## config.mk

```make
export PLATFORM = sky130hd
export DESIGN_NAME = instruction_queue_flat
export DESIGN_NICKNAME = d
export VERILOG_FILES = /design/src/rtl/instruction_queue_if.sv /design/src/rtl/instruction_queue.sv /design/src/flat_wrapper.sv
export SDC_FILE = /design/constraint.sdc
export NUM_CORES = 1
export LEC_CHECK = 0
export CORE_ASPECT_RATIO = 1.1
export CORE_MARGIN = 1.5
export CORE_UTILIZATION = 63
export DETAILED_ROUTE_END_ITERATION = 10
export GPL_ROUTABILITY_DRIVEN = 0
export PLACE_DENSITY = 0.82
export SLEW_MARGIN = 20
export SYNTH_ARGS = -nofsm -noshare
export SYNTH_HDL_FRONTEND = slang
export SYNTH_SLANG_ARGS = --single-unit
```

## constraint.sdc

```tcl
create_clock -name clk_in -period 14.2 [get_ports clk_in]
set_input_delay 3.55 -clock clk_in [delete_from_list [all_inputs] [get_ports clk_in]]
set_output_delay 3.55 -clock clk_in [all_outputs]
set_load 0.01 [all_outputs]
```

## src/rtl/instruction_queue_if.sv

```systemverilog
// Fetch/decoder-side bundle of the instruction queue; slave is the queue, master the fetch/decode environment.
// Widths default to the 32-bit instruction and address sizes.
interface instruction_queue_if #(
   parameter int IDW = 32,
   parameter int AW  = 32
);
   logic           rdy_in;
   logic           if_instqueue_en_in;
   logic [IDW-1:0] if_instqueue_inst_in;
   logic [AW-1:0]  if_instqueue_pc_in;
   logic           instqueue_if_full_out;
   logic           instqueue_decoder_en_out;
   logic [IDW-1:0] instqueue_decoder_inst_out;
   logic [AW-1:0]  instqueue_decoder_pc_out;
   logic           decoder_instqueue_rst_in;
   logic           rob_instqueue_rst_in;
   logic           dispatcher_instqueue_stall_in;

   modport slave (
      input  rdy_in,
      input  if_instqueue_en_in,
      input  if_instqueue_inst_in,
      input  if_instqueue_pc_in,
      output instqueue_if_full_out,
      output instqueue_decoder_en_out,
      output instqueue_decoder_inst_out,
      output instqueue_decoder_pc_out,
      input  decoder_instqueue_rst_in,
      input  rob_instqueue_rst_in,
      input  dispatcher_instqueue_stall_in
   );

   modport master (
      output rdy_in,
      output if_instqueue_en_in,
      output if_instqueue_inst_in,
      output if_instqueue_pc_in,
      input  instqueue_if_full_out,
      input  instqueue_decoder_en_out,
      input  instqueue_decoder_inst_out,
      input  instqueue_decoder_pc_out,
      output decoder_instqueue_rst_in,
      output rob_instqueue_rst_in,
      output dispatcher_instqueue_stall_in
   );
endinterface

```

## src/rtl/instruction_queue.sv

```systemverilog
// Circular {inst, pc} FIFO between fetch and decode; head shown combinationally, one-cycle push-to-head latency.
// Fetch is throttled by full_out (pushes when full are dropped); dispatcher stall holds the head.
module instruction_queue #(
   parameter int DEPTH     = 16,
   parameter int DEPTH_LOG = 4,
   parameter int IDW       = 32,
   parameter int AW        = 32
) (
   input  logic                 clk_in,
   input  logic                 rst_in,
   instruction_queue_if.slave   bus
);
   localparam logic [DEPTH_LOG:0] LP_FULL = (DEPTH_LOG+1)'(DEPTH);

   logic [IDW-1:0]       r_inst [DEPTH];
   logic [AW-1:0]        r_pc   [DEPTH];
   logic [DEPTH_LOG-1:0] r_head;
   logic [DEPTH_LOG-1:0] r_tail;
   logic [DEPTH_LOG:0]   r_count;

   logic w_empty;
   logic w_full;
   logic w_pop;
   logic w_push;
   logic w_flush;

   assign w_empty = (r_count == '0);
   assign w_full  = (r_count == LP_FULL);

   // A ROB flush kills the dispatch in the same cycle; a decoder redirect still consumes the JAL.
   assign w_pop   = bus.rdy_in && !w_empty && !bus.dispatcher_instqueue_stall_in
                    && !bus.rob_instqueue_rst_in;
   assign w_push  = bus.rdy_in && bus.if_instqueue_en_in && !w_full;
   assign w_flush = bus.rdy_in && (bus.decoder_instqueue_rst_in || bus.rob_instqueue_rst_in);

   always_comb begin
      bus.instqueue_decoder_en_out   = 1'b0;
      bus.instqueue_decoder_inst_out = '0;
      bus.instqueue_decoder_pc_out   = '0;
      bus.instqueue_if_full_out      = 1'b0;
      if (!rst_in) begin
         bus.instqueue_decoder_en_out = w_pop;
         bus.instqueue_if_full_out    = w_full;
         if (!w_empty) begin
            bus.instqueue_decoder_inst_out = r_inst[r_head];
            bus.instqueue_decoder_pc_out   = r_pc[r_head];
         end
      end
   end

   always_ff @(posedge clk_in or posedge rst_in) begin
      if (rst_in) begin
         r_head  <= '0;
         r_tail  <= '0;
         r_count <= '0;
      end else if (w_flush) begin
         r_head  <= '0;
         r_tail  <= '0;
         r_count <= '0;
      end else begin
         if (w_push) r_tail <= r_tail + 1'b1;
         if (w_pop)  r_head <= r_head + 1'b1;
         if (w_push && !w_pop)      r_count <= r_count + 1'b1;
         else if (w_pop && !w_push) r_count <= r_count - 1'b1;
      end
   end

   // Entry storage needs no reset; validity is tracked entirely by the pointers.
   always_ff @(posedge clk_in) begin
      if (w_push && !w_flush) begin
         r_inst[r_tail] <= bus.if_instqueue_inst_in;
         r_pc[r_tail]   <= bus.if_instqueue_pc_in;
      end
   end
endmodule

```

## src/flat_wrapper.sv

```systemverilog
// flat-port wrapper written by rule: the top's interface ports become plain ports
module instruction_queue_flat 
#(
   parameter int DEPTH     = 16,
   parameter int DEPTH_LOG = 4,
   parameter int IDW       = 32,
   parameter int AW        = 32
)
  (clk_in, rst_in, bus_rdy_in, bus_if_instqueue_en_in, bus_if_instqueue_inst_in, bus_if_instqueue_pc_in, bus_instqueue_if_full_out, bus_instqueue_decoder_en_out, bus_instqueue_decoder_inst_out, bus_instqueue_decoder_pc_out, bus_decoder_instqueue_rst_in, bus_rob_instqueue_rst_in, bus_dispatcher_instqueue_stall_in);
  instruction_queue_if #(.IDW(IDW), .AW(AW)) bus_i ();
  input  logic clk_in;
  input  logic rst_in;
  input wire logic [$bits(bus_i.rdy_in)-1:0] bus_rdy_in;
  input wire logic [$bits(bus_i.if_instqueue_en_in)-1:0] bus_if_instqueue_en_in;
  input wire logic [$bits(bus_i.if_instqueue_inst_in)-1:0] bus_if_instqueue_inst_in;
  input wire logic [$bits(bus_i.if_instqueue_pc_in)-1:0] bus_if_instqueue_pc_in;
  output wire logic [$bits(bus_i.instqueue_if_full_out)-1:0] bus_instqueue_if_full_out;
  output wire logic [$bits(bus_i.instqueue_decoder_en_out)-1:0] bus_instqueue_decoder_en_out;
  output wire logic [$bits(bus_i.instqueue_decoder_inst_out)-1:0] bus_instqueue_decoder_inst_out;
  output wire logic [$bits(bus_i.instqueue_decoder_pc_out)-1:0] bus_instqueue_decoder_pc_out;
  input wire logic [$bits(bus_i.decoder_instqueue_rst_in)-1:0] bus_decoder_instqueue_rst_in;
  input wire logic [$bits(bus_i.rob_instqueue_rst_in)-1:0] bus_rob_instqueue_rst_in;
  input wire logic [$bits(bus_i.dispatcher_instqueue_stall_in)-1:0] bus_dispatcher_instqueue_stall_in;
  assign bus_i.rdy_in = bus_rdy_in;
  assign bus_i.if_instqueue_en_in = bus_if_instqueue_en_in;
  assign bus_i.if_instqueue_inst_in = bus_if_instqueue_inst_in;
  assign bus_i.if_instqueue_pc_in = bus_if_instqueue_pc_in;
  assign bus_instqueue_if_full_out = bus_i.instqueue_if_full_out;
  assign bus_instqueue_decoder_en_out = bus_i.instqueue_decoder_en_out;
  assign bus_instqueue_decoder_inst_out = bus_i.instqueue_decoder_inst_out;
  assign bus_instqueue_decoder_pc_out = bus_i.instqueue_decoder_pc_out;
  assign bus_i.decoder_instqueue_rst_in = bus_decoder_instqueue_rst_in;
  assign bus_i.rob_instqueue_rst_in = bus_rob_instqueue_rst_in;
  assign bus_i.dispatcher_instqueue_stall_in = bus_dispatcher_instqueue_stall_in;
  instruction_queue #(.DEPTH(DEPTH), .DEPTH_LOG(DEPTH_LOG), .IDW(IDW), .AW(AW)) u_core (.clk_in(clk_in), .rst_in(rst_in), .bus(bus_i));
endmodule
```

==> run metrics, run 1 <==
status=complete, no violations; FILL cells=approximately 3500; port buffer count=136; Worst Tran Pin Value=between 1 and 1.5 ns; Post-Syn Nets=1912; Die H=268.5 um; RSZ-0062 raised after global routing=no; most used flip-flop cell after synthesis=edfxtp_1; vias=19660; Crit path required time=10.65 ns; first-pass GRT wire length=130300 um; final clock skew=between 0.02 and 0.025 ns; Hold Buf Count CTS=0; chip width=244.3 um; share of the synthesized area in the top cell type=76.18%; H-tree Lvls=3; synthesized cell area=0.04036 mm2; die area=0.06560 mm2; nets@finish=2077; largest area contributor in the netlist=edfxtp_1; clock sinks=1037; number of setup buffers added after CTS=0; total of max-cap violations=0; CTS Buf Count=96; Seq pwr share=50.5%; DRC viols=0; final WL=between 80000 and 90000 um; Peak Freq=about 98 MHz; Max-slew headroom=between 20% and 30%; total congestion overflow=0; Post-Syn Instances=between 1500 and 2000; register area share after synthesis=approximately three quarters; largest cells by area after synthesis=edfxtp_1 (76%), mux4_2 (10%), mux2i_1 (3.7%); slowest stage cell on the critical path=a21oi_4; vias in the first global route=20130; clock-pin slew on the worst setup and hold paths=roughly 0.060 ns; post-synthesis average cell area=22.05 um2; post-cts resize count=0; Worst setup EP type=primary output; initial antenna violation count=11; hpwl dp=43340 um; worst vdd ir=0.0001384 V; crit share post-route=71.70%; HP Class=register to register; LEAKAGE=around 14 nW; critical path launch point type=primary input; warnings from Yosys=0; WL/cell=30.66 um; GR Util All Layers=27.68%; setup TNS=0 ns; clk_lat worst skew=0.68 ns; Internal Pwr Total=0.005240 W; worst stage delay on the critical path=0.89 ns; share of post-route cells with drive strength above 1=20.78%; Rows=97; Cell variety after synth=49; Hold Vio Cnt, Final=0; pin count of the biggest net entering global routing=99; clock power share=38.4%; switching pwr=between 0.0015 and 0.002 W; synthesized flop and latch total=~1000; Final setup viols=0; Antenna Nets Post-Route=0; fin. max-slew vios=0; Post-synth ARST share=1.254%; critical path type=primary input to primary output; worst path cell trace=clkdlybuf4s50_1 > a21oi_4 > buf_4 > nand4_1 > o31ai_1 > clkdlybuf4s50_1; min Tclk post-route=10.18 ns; clock buffer depth=3; DR pass1 iterations=7; root buffer cell=clkbuf_16; final hold slack=roughly 0.63 ns; switching portion of total power=22.74%; Starting DRT DRC Count=1935; EDFF count, synth=1024; CP arrival=6.63 ns; starting density of the core=63.59%; cell mode on critical path=clkdlybuf4s50_1; power density cells=148.3 mW/mm2; P&R area growth vs syn=13.32%; Via density=between 6 and 7; Critical Path Fanout Max=36; Comb pwr share=11.2%; TritonCTS clock tree=built; core area=0.06347 mm2; IO Pins=between 100 and 150
-- layer usage --
layer,wire length (um),vias up,share of wire (%),track usage [%]
met4,2817,14,3.2,10.21
met3,7433,200,8.3,5.225
met5,91,-,0.10,0
met1,33440,10290,37,37.08
li1,-,8037,-,-
met2,45560,1111,51,46.19
-- cell families (layout without fill, tap and decap cells) --
kind of cell,after synthesis,count (layout),synth area share (%)
AOI/OAI and AO/OA,165,165,2.533
buffers and inverters,111,349,1.637
and+or+nand+nor,91,91,1.178
xor gates and xnor gates,8,8,0.1736
DFF,1037,1037,76.98
adders and majority gates,10,10,0.3286
other,0,4,0
muxes,409,409,17.17
-- synthesized netlist by cell type, types with 18 or more instances --
cell / instances
mux4_1: 30
nand4_1: 20
mux2i_1: 150
edfxtp_1: 1024
o21ai_1: 44
mux2_2: 46
clkbuf_1: 22
buf_4: 27
nor2_1: 32
a22oi_1: 39
buf_2: 37
mux4_2: 183
o31ai_1: 18
a21oi_1: 50
-- worst max-delay path: cells and delay by family --
family                 cells  cell delay, ns
and+or+nand+nor            1            0.16
AOI/OAI and AO/OA          2            1.08
buffers and inverters      3            1.75
-- worst paths after layout --
check	slack (ns)	from	depth (start not counted)	endpoint
worst max-delay path	4.02	rst_in	6	bus_instqueue_decoder_inst_out[25]
worst min-delay path	0.63	u_core.r_tail[1]$_DFFE_PP0P_	2	u_core.r_tail[1]$_DFFE_PP0P_
worst max register to register	10.61	u_core.r_count[0]$_DFFE_PP0P_	5	u_core.r_pc[5][9]$_DFFE_PP_
worst min register to register	0.63	u_core.r_tail[1]$_DFFE_PP0P_	2	u_core.r_tail[1]$_DFFE_PP0P_
max in group asynchronous	10.43	rst_in	2	u_core.r_head[3]$_DFFE_PP0P_
min in group asynchronous	3.36	rst_in	2	u_core.r_count[4]$_DFFE_PP0P_
-- power groups by stage --
| stage | clock (W) | combinational [W] | sequential, W |
|---|---|---|---|
| final | 0.00260 | 0.000758 | 0.00342 |
| after global routing | 0.00274 | 0.000807 | 0.00343 |
| after CTS | 0.00262 | 0.000765 | 0.00342 |
| after detailed placement | 0 | 0.000753 | 0.00349 |
| after global placement | 0 | 0.000737 | 0.00349 |
| after floorplan | 0 | 0.000488 | 0.00346 |
-- sequential cells by signal (all words and copies together) (netlist names) --
register / flops
u_core.r_count: 5
u_core.r_head: 4
u_core.r_inst: 512
u_core.r_pc: 512
u_core.r_tail: 4
-- stage by stage --
stage	instance area, um2	worst slack, ns	std cells	power (W)	util [%]
after floorplan	40370	3.349	1831	0.003949	-
after global placement	42560	4.057	2739	0.004223	67.06
after detailed placement	42560	4.037	2739	0.004241	67.06
after CTS	45730	4.010	2910	0.006810	72.04
after global routing	45740	3.974	2913	0.006973	72.06
final	45740	4.018	2914	0.006782	72.06
-- placed cells by master, fill, tap and decap left out, types with 13 or more instances in the layout --
cell type / count
nor2_1: 20
clkdlybuf4s50_1: 136
a22oi_1: 39
mux2i_1: 150
clkinv_2: 16
nor2_4: 13
mux2_2: 46
o21ai_1: 43
edfxtp_1: 1024
a21oi_1: 50
buf_4: 36
nand4_1: 20
mux4_2: 183
clkinv_1: 19
mux4_1: 30
clkbuf_16: 98
o31ai_1: 18
clkbuf_1: 15
-- layout make-up --
type | instances | area [um2] | share of cell area [%]
sequential | 1037 | 31090 | 67.97
multi-input combinational | 683 | 8758 | 19.15
clock buffer | 116 | 2550 | 5.575
timing repair buffer | 173 | 1652 | 3.611
tap | 841 | 1052 | 2.300
clock inverter | 55 | 611.8 | 1.338
inverter | 5 | 18.77 | 0.04103
antenna | 4 | 10.01 | 0.02188
Power figures use the tool's default switching activity.
==> run 2: changes to the inputs <==
--- a/config.mk
+++ b/config.mk
@@ -7,10 +7,10 @@
 export LEC_CHECK = 0
 export CORE_ASPECT_RATIO = 1.1
 export CORE_MARGIN = 1.5
-export CORE_UTILIZATION = 63
+export CORE_UTILIZATION = 61
 export DETAILED_ROUTE_END_ITERATION = 10
 export GPL_ROUTABILITY_DRIVEN = 0
-export PLACE_DENSITY = 0.82
+export PLACE_DENSITY = 0.79
 export SLEW_MARGIN = 20
 export SYNTH_ARGS = -nofsm -noshare
 export SYNTH_HDL_FRONTEND = slang
==> constraint.sdc (replaced) <==
create_clock -name clk_in -period 10.4 [get_ports clk_in]
set_input_delay 2.6 -clock clk_in [delete_from_list [all_inputs] [get_ports clk_in]]
set_output_delay 2.6 -clock clk_in [all_outputs]
set_load 0.01 [all_outputs]
==> run 2 against run 1 <==
Effect of this change: the run now ends with design-rule violations left; register-to-register slack worse by 3.9 ns; sequential share of layout area grew 0.34 points; largest power group unchanged; count of clock-buffer cells in the layout up 1; via count fell by 2.8%; first-iteration DRC count decreased by 12%; clock skew shrank 0.0027 ns.
==> run metrics, run 2 (synthesized netlist as in run 1, its figures left out) <==
status=finished with violations (was complete, no violations); most frequent cells in the layout=edfxtp_1 (1024), mux4_2 (183), mux2i_1 (150) (unchanged); root buffer cell=clkbuf_16 (unchanged); fin. max-slew vios=0 (unchanged); clock buffer depth=3 (unchanged); TritonCTS clock tree=built (unchanged); crit share post-route=73.32%; Via density=6.540 (was 6.745); core area=0.06523 mm2 (was 0.06347 mm2); chip width=248.3 um (was 244.3 um); Hold Vio Cnt, Final=0 (unchanged); final WL=84870 um (was 89340 um); Reg2Reg Depth=6 (was 5); port buffer count=136 (unchanged); critical path launch point type=primary input (unchanged); top flop regs=u_core.r_inst x512, u_core.r_pc x512, u_core.r_count x5 (unchanged); WL/cell=29.04 um (was 30.66 um); post-route cell area=0.04551 mm2 (was 0.04574 mm2); power density cells=196.2 mW/mm2 (was 148.3 mW/mm2); clock sinks=1037 (unchanged); Starting DRT DRC Count=1700 (was 1935); GR Util All Layers=25.61% (was 27.68%); H-tree Lvls=3 (unchanged); min Tclk post-route=7.626 ns; Die H=272.8 um (was 268.5 um); die area=0.06773 mm2 (was 0.06560 mm2); DR pass1 iterations=8 (was 7); LEAKAGE=13.68 nW (was 13.82 nW); setup TNS=0 ns (unchanged); DRC viols=4 (was 0); Peak Freq=131.1 MHz; total of max-cap violations=0 (unchanged); Worst Tran Pin Value=1.143 ns (was 1.188 ns); worst vdd ir=0.0001357 V (was 0.0001384 V); Crit path required time=7.80 ns (was 10.65 ns); Reg-to-Reg Start=u_core.r_count[0]$_DFFE_PP0P_ (unchanged); first-pass GRT wire length=125100 um (was 130300 um); initial antenna violation count=9 (was 11); Hold Buf Count CTS=0 (unchanged); Hold Path Cell Cnt=2 (unchanged); vias=19110 (was 19660); pin count of the biggest net entering global routing=140 (was 99); worst hold start=u_core.r_count[2]$_DFFE_PP0P_ (was u_core.r_tail[1]$_DFFE_PP0P_); CP arrival=5.03 ns (was 6.63 ns); HP Class=register to register (unchanged); failing checks=design-rule violations; most common cell after layout, fill and taps aside=edfxtp_1 (unchanged); hpwl dp=42680 um (was 43340 um); nets@finish=2073 (was 2077); DP Area=0.04259 mm2 (was 0.04256 mm2); internal reg-to-reg setup slack=6.68 ns (was 10.61 ns); number of setup buffers added after CTS=0 (unchanged); clock-pin slew on the worst setup and hold paths=0.06 ns (about the same); FILL cells=3786 (was 3468); total power=0.008931 W (was 0.006782 W); starting density of the core=61.88% (was 63.59%); post-cts resize count=0 (unchanged); Max-slew headroom=23.78% (was 20.81%); hold path endpoint=u_core.r_count[2]$_DFFE_PP0P_ (was u_core.r_tail[1]$_DFFE_PP0P_); share of post-route cells with drive strength above 1=20.16% (was 20.78%); total congestion overflow=0 (unchanged); final clock skew=0.01966 ns (was 0.02231 ns); IO Pins=137 (unchanged); clk_lat worst skew=0.65 ns (was 0.68 ns); CTS Buf Count=94 (was 96); P&R area growth vs syn=12.76% (was 13.32%); Final setup viols=0 (unchanged); Worst setup EP type=primary output (unchanged); critical path type=primary input to primary output (unchanged); Antenna Nets Post-Route=0 (unchanged); RSZ-0062 raised after global routing=no (unchanged); Rows=98 (was 97); Critical Path Fanout Max=35 (was 36); RR Endpoint=u_core.r_pc[4][11]$_DFFE_PP_ (was u_core.r_pc[5][9]$_DFFE_PP_); vias in the first global route=19580 (was 20130)
run 2: cell types whose count changed in the layout (fill, tap and decap cells not counted), sizes merged:
cell and change:
buf -2, bufinv -9, clkbuf +1, clkinv +11
inv -2
run 2: worst max path at each step:
stage / cells after the start / end / startpoint / slack [ns]
after CTS: 6 / bus_instqueue_decoder_inst_out[27] / rst_in / 2.24
after floorplan: 4 / u_core.r_inst[0][0]$_DFFE_PP_ / bus_rdy_in / 0.50
after detailed placement: 6 / bus_instqueue_decoder_inst_out[27] / rst_in / 2.28
final: 6 / bus_instqueue_decoder_inst_out[27] / rst_in / 2.77
after global placement: 6 / bus_instqueue_decoder_pc_out[3] / rst_in / 2.37
after global routing: 5 / bus_instqueue_decoder_inst_out[27] / rst_in / 2.68
run 2: routing by layer:
metal / wire [um] / track usage [%]
met5: 61 / 0
met4: 2173 / 8.481
met1: 32760 / 34.62
met3: 6115 / 4.350
met2: 43750 / 42.92
run 2: cell type report:
| class | count | area, um2 | share of cell area [%] |
|---|---|---|---|
| Inverter | 5 | 18.77 | 0.04124 |
| Multi-Input combinational cell | 683 | 8766 | 19.26 |
| Timing Repair Buffer | 171 | 1694 | 3.722 |
| Sequential cell | 1037 | 31090 | 68.31 |
| Antenna cell | 4 | 10.01 | 0.02199 |
| Tap cell | 850 | 1064 | 2.337 |
| Clock buffer | 117 | 2481 | 5.451 |
| Clock inverter | 55 | 390.4 | 0.8577 |
run 2: where the power goes:
group,internal (W),switching [W]
clock,0.00177,0.00145
sequential,0.00462,0.0000317
combinational,0.000501,0.000559
total,0.00689,0.00204
run 2: per-stage QoR:
stage / hold slack (ns) / setup WS (ns) / instances / utilization [%]
2_1_floorplan: 0.5413 / 0.4993 / 1831 / -
3_3_place_gp: 0.5757 / 2.374 / 2745 / 65.29
3_5_place_dp: 0.6110 / 2.285 / 2745 / 65.29
4_1_cts: 0.6253 / 2.243 / 2917 / 69.69
5_1_grt: 0.6583 / 2.684 / 2922 / 69.77
6_report: 0.6178 / 2.774 / 2922 / 69.77
run 2: critical path: stages:
cell	delay, ns
clkdlybuf4s50_1	0.48
a21oi_4	0.40
buf_4	0.54
nand4_1	0.22
o31ai_1	0.14
clkdlybuf4s50_1	0.60
